===== config.mk =====
export PLATFORM = sky130hd
export DESIGN_NAME = vga_timing_gen
export DESIGN_NICKNAME = d
export VERILOG_FILES = /design/src/rtl/vga_timing_gen.sv
export SDC_FILE = /design/constraint.sdc
export NUM_CORES = 1
export LEC_CHECK = 0
export BUFFER_PORTS_ARGS = -buffer_cell sky130_fd_sc_hd__clkbuf_2
export CAP_MARGIN = 15
export CORE_UTILIZATION = 37
export CTS_CLUSTER_SIZE = 8
export DETAILED_ROUTE_END_ITERATION = 8
export GPL_ROUTABILITY_DRIVEN = 1
export PLACE_DENSITY = 0.67
export SLEW_MARGIN = 30
export SYNTH_ARGS = -nofsm -noshare
export SYNTH_HDL_FRONTEND = slang
export SYNTH_SLANG_ARGS = --single-unit

===== constraint.sdc =====
create_clock -name clk_in -period 2.95 [get_ports clk_in]
set_clock_uncertainty 0.15 [all_clocks]
set_input_delay 0.59 -clock clk_in [delete_from_list [all_inputs] [get_ports clk_in]]
set_output_delay 0.59 -clock clk_in [all_outputs]
set_load 0.005 [all_outputs]

===== src/rtl/vga_timing_gen.sv =====
`timescale 1ns/1ps
// VGA raster timing generator. The optional rgb colour-bar output is built only when VGA_TEST_PATTERN_EN is defined.
// Outputs are registered from the next position, so they add no latency. pixel_ce=0 holds all state; there is no backpressure.
module vga_timing_gen #(
    parameter int H_ACTIVE   = 640,
    parameter int H_FRONT    = 16,
    parameter int H_SYNC     = 96,
    parameter int H_BACK     = 48,
    parameter int V_ACTIVE   = 480,
    parameter int V_FRONT    = 10,
    parameter int V_SYNC     = 2,
    parameter int V_BACK     = 33,
    parameter bit H_SYNC_POL = 1'b0,
    parameter bit V_SYNC_POL = 1'b0,
    localparam int H_TOTAL   = H_ACTIVE + H_FRONT + H_SYNC + H_BACK,
    localparam int V_TOTAL   = V_ACTIVE + V_FRONT + V_SYNC + V_BACK,
    localparam int HW        = $clog2(H_TOTAL),
    localparam int VW        = $clog2(V_TOTAL)
) (
    input  logic          clk_in,
    input  logic          rst_n,
    input  logic          pixel_ce,
    output logic [HW-1:0] h_pos,
    output logic [VW-1:0] v_pos,
    output logic          active,
    output logic          hsync,
    output logic          vsync,
    output logic          line_start,
    output logic          frame_start
`ifdef VGA_TEST_PATTERN_EN
    ,
    output logic [11:0]   rgb
`endif
);

    generate
        if (H_ACTIVE < 1 || H_FRONT < 1 || H_SYNC < 1 || H_BACK < 1 ||
            V_ACTIVE < 1 || V_FRONT < 1 || V_SYNC < 1 || V_BACK < 1) begin : g_bad_param
            $error("vga_timing_gen: every porch/sync/active parameter must be >= 1");
        end
    endgenerate

    localparam logic [HW-1:0] H_LAST   = HW'(H_TOTAL - 1);
    localparam logic [HW-1:0] H_ACT    = HW'(H_ACTIVE);
    localparam logic [HW-1:0] H_SYNC_S = HW'(H_ACTIVE + H_FRONT);
    localparam logic [HW-1:0] H_SYNC_E = HW'(H_ACTIVE + H_FRONT + H_SYNC);
    localparam logic [VW-1:0] V_LAST   = VW'(V_TOTAL - 1);
    localparam logic [VW-1:0] V_ACT    = VW'(V_ACTIVE);
    localparam logic [VW-1:0] V_SYNC_S = VW'(V_ACTIVE + V_FRONT);
    localparam logic [VW-1:0] V_SYNC_E = VW'(V_ACTIVE + V_FRONT + V_SYNC);

    // Packed as {active, hsync, vsync, line_start, frame_start}
    function automatic logic [4:0] decode(input logic [HW-1:0] hh, input logic [VW-1:0] vv);
        logic act;
        logic hs;
        logic vs;
        act = (hh < H_ACT) && (vv < V_ACT);
        hs  = (hh >= H_SYNC_S && hh < H_SYNC_E) ? H_SYNC_POL : ~H_SYNC_POL;
        vs  = (vv >= V_SYNC_S && vv < V_SYNC_E) ? V_SYNC_POL : ~V_SYNC_POL;
        return {act, hs, vs, (hh == '0), (hh == '0) && (vv == '0)};
    endfunction

    logic [HW-1:0] h_nxt;
    logic [VW-1:0] v_nxt;
    logic          h_wrap;
    logic [4:0]    dec_nxt;
    logic [4:0]    dec_rst;

    always_comb begin
        h_wrap  = (h_pos == H_LAST);
        h_nxt   = h_wrap ? '0 : h_pos + 1'b1;
        v_nxt   = v_pos;
        if (h_wrap) begin
            v_nxt = (v_pos == V_LAST) ? '0 : v_pos + 1'b1;
        end
        dec_nxt = decode(h_nxt, v_nxt);
        dec_rst = decode(H_LAST, V_LAST);
    end

    always_ff @(posedge clk_in or negedge rst_n) begin
        if (!rst_n) begin
            h_pos <= H_LAST;
            v_pos <= V_LAST;
            {active, hsync, vsync, line_start, frame_start} <= dec_rst;
        end else if (pixel_ce) begin
            h_pos <= h_nxt;
            v_pos <= v_nxt;
            {active, hsync, vsync, line_start, frame_start} <= dec_nxt;
        end
    end

`ifdef VGA_TEST_PATTERN_EN
    // Eight equal-width bars across the visible line, white through black
    function automatic logic [11:0] bar_rgb(input logic [HW-1:0] hh);
        int unsigned idx;
        logic [11:0] c;
        idx = (32'(hh) * 32'd8) / 32'(H_ACTIVE);
        case (idx[2:0])
            3'd0:    c = 12'hFFF;
            3'd1:    c = 12'hFF0;
            3'd2:    c = 12'h0FF;
            3'd3:    c = 12'h0F0;
            3'd4:    c = 12'hF0F;
            3'd5:    c = 12'hF00;
            3'd6:    c = 12'h00F;
            default: c = 12'h000;
        endcase
        return c;
    endfunction

    always_ff @(posedge clk_in or negedge rst_n) begin
        if (!rst_n) begin
            rgb <= 12'h000;
        end else if (pixel_ce) begin
            rgb <= dec_nxt[4] ? bar_rgb(h_nxt) : 12'h000;
        end
    end
`endif

endmodule


==> flow_summary_export.csv <==
group,metric,value,unit
route,avgViaCountPerCell,5.64,
layout,fillers,476,
layout,multi_input_area,0.00110,mm2
placed_design,dp.cells,296,
pwr,p_leak,0.792,nW
global_route,grt_usage,17.9,%
synth,yosysTopAreaCellShare,17.4,%
clock_tree,clockRootBuffer,"clkbuf_8",
synth,syn-instance-count,216,
layout,drive_gt1_share,24.9,%
worst_setup_path,rrSetupSlack,0.29,ns
worst_setup_path,end_kind,"flop",
clock_tree,numCtsBuffers,3,
worst_setup_path,path_class,"reg2reg",
synth,synth-seq-cells,25,
worst_setup_path,worstPathCellList,"ha_1 -> and4_1 -> nand4_4 -> o31a_1 -> nor4_1 -> nand4_1 -> o2bb2ai_1",
clock_tree,post-cts-setup-buffers,0,
layout,regArea,641,um2
run,maxCapViolations,0,
global_route,grt_first_pass_wirelength,7480,um
clock_tree,tritoncts,"yes",
worst_setup_path,regToRegEndpoint,"frame_start",
run_status,status,"finished clean",
worst_setup_path,crit_fanout,8,
hold_path,hold_path.class,"in2async",
synth,ys.flop_type,"dfrtp_1",
worst_setup_path,slowest_delay,0.58,ns
synth,synthTopCellsByArea,"dfrtp_1 (17%), dfstp_2 (17%), xnor2_1 (6.1%)",
floorplan,chipHeight,73.1,um
clock_tree,path_clk_slew,0.09,ns
floorplan,dieArea,0.00535,mm2
placed_design,placed_cell_area,0.00202,mm2
timing,fin_crit,2.66,ns
global_route,grt_antenna_before_repair,0,
worst_setup_path,reg2reg_from,"h_pos[0]",
clock_tree,cts_sinks,25,
synth,yosys_warnings,0,
synth,syn_area,0.00187,mm2
route,drt_iter0_drc,105,
layout,diodes,0,
timing,rsz0062_at_grt,"false",
layout,fin_cells,300,
floorplan,rows,25,
synth,synth_cell_types,59,
timing,setup_viol,0,
synth,syn-num-nets,222,
floorplan,die_w,73.1,um
clock_tree,postCtsHoldBufs,0,
floorplan,initial_core_util,39.1,%
global_route,grt_pass1_vias,1559,
clock_tree,clk_latency,0.27,ns
timing,timing.fmax,0.376,GHz
route,firstDrtPassIters,4,
synth,synthArstFlopShare,100,%
global_route,overflow,0,
placed_design,dp_hpwl,3170,um
route,wl_met1,1970,um
clock_tree,ctsLongestPathBuffers,2,
route,via_count,1692,
timing,holdWs,0.174,ns
pwr,vdd_drop_max,0.332,mV
worst_setup_path,critical_path_arrival,2.71,ns
clock_tree,htreeDepth,1,
global_route,grt_max_degree,26,
route,ant_nets,0,
synth,synth-edff-count,0,
worst_setup_path,worstSetupStartpointType,"flop",
timing,fin_crit_sh,90.1,%
synth,yosysTopAreaCell,"dfrtp_1",
route,remaining_drc_errors,0,
route,route.top_layer_used,"met4",
layout,final_nets,240,
timing,slew_violations,0,
timing,slew_headroom,56.8,%
synth,postSynthAreaPerCell,8.67,um2
route,drt-wirelength-per-cell,14.5,um
timing,worst_pin_slew,0.649,ns
clock_tree,ctsResizeCount,0,
placed_design,place_congestion,0.849,
floorplan,pin_count,28,
route,wl,4360,um
route,dr_wl_met2,2180,um
floorplan,core,0.00479,mm2
timing,hold_viol_final,0,
placed_design,port_buffers,27,
pwr,power_density,487,mW/mm2
worst_setup_path,ff2ff_path_depth,7,
synth,synth-seq-area-share,34.2,%
timing,tns,0,ns
worst_setup_path,critPathRequiredTime,3.00,ns
route,met3_length,189,um
layout,syn2layout_area_growth,10.4,%
layout,final_cell_area,0.00207,mm2
worst_setup_path,slowest_stage,"dfstp_2",
## report_power, final
part	total, W	leakage, nW	internal, W	switching, W
Sequential	0.000521	0.293	0.000420	0.000101
Combinational	0.000271	0.476	0.000137	0.000134
Clock	0.000215	0.0228	0.0000970	0.000118
## stage by stage
step | power (W) | setup WS (ns) | util, %
after CTS | 0.00102 | 0.294 | 43.2
after global routing | 0.00108 | 0.120 | 43.2
final | 0.00101 | 0.293 | 43.2
after floorplan | 0.000724 | 0.575 | -
after global placement | 0.000791 | 0.396 | 42.2
after detailed placement | 0.000800 | 0.332 | 42.2
## cells by family (layout without fill, tap and decap cells)
kind of cell	Yosys count	in the layout	synth area share [%]
AOI/OAI and AO/OA	52	52	18.9
xor gates and xnor gates	17	17	7.95
adders and majority gates	3	3	2.01
buffers and inverters	25	42	6.75
DFF	25	25	34.2
muxes	3	3	1.74
and+or+nand+nor	91	91	28.4
## worst max path at each step
stage                        to  startpoint  cells after the start  slack [ns]
floorplan                 vsync    h_pos[0]                      8        0.58
global placement          vsync    h_pos[0]                      7        0.40
detailed placement  frame_start    h_pos[0]                      7        0.33
CTS                 frame_start    h_pos[0]                      7        0.29
global route        frame_start    h_pos[0]                      7        0.12
finish              frame_start    h_pos[0]                      7        0.29
## layout by cell type (no fill, tap or decap), types with 2 or more instances in the layout
cell type	synthesis	layout
xor2_1	4	4
nand4_1	7	7
and4_1	2	2
and3_1	5	5
dfstp_2	12	12
buf_4	2	4
nor4_1	3	3
xnor2_1	13	13
clkinv_1	2	2
o31a_1	3	3
clkbuf_2	0	27
a21oi_1	10	10
o22ai_1	3	3
dfrtp_1	13	13
o21ai_0	14	14
mux2_2	2	2
nand3_1	15	15
nor2_1	14	14
inv_1	5	5
ha_1	3	3
a21boi_0	2	2
a31oi_1	2	2
and4bb_2	2	2
nor3_1	9	9
nand4b_1	3	3
nand2_1	17	17
o31ai_1	2	2
clkbuf_8	0	3
a22o_1	2	2
## metal layers
layer	vias to the layer above	global-route usage, %
met5	-	0
met4	0	4.58
met3	4	3.59
met2	41	29.9
met1	814	23.7
li1	833	-
## synth_stat cells, drive strengths merged (6+ instances only)
| master | number |
|---|---|
| a21oi | 10 |
| buf | 12 |
| clkbuf | 6 |
| dfrtp | 13 |
| dfstp | 12 |
| nand2 | 17 |
| nand3 | 15 |
| nand4 | 9 |
| nor2 | 14 |
| nor3 | 10 |
| o21ai | 14 |
| xnor2 | 13 |
## critical path, delay by kind of cell (launching register included)
family | cells | cell delay [ns]
flip-flops | 1 | 0.58
AO/OA/AOI/OAI | 2 | 0.44
adder cells (fa/ha/maj) | 1 | 0.29
AND/OR/NAND/NOR | 4 | 1.10
## area by class of cell
class / count / area share (%)
multi-input cells: 166 / 53.5
clock buffers: 4 / 2.18
repair buffers: 31 / 8.00
flip-flops and latches: 25 / 31.0
inverters: 7 / 1.27
well taps: 67 / 4.06
## flip-flops by register name, summed over array words and instances, names as in the netlist
register and cells:
line_start 1, active 1, v_pos 10, h_pos 10, vsync 1, hsync 1, frame_start 1
(Power assumes the default switching activity.)
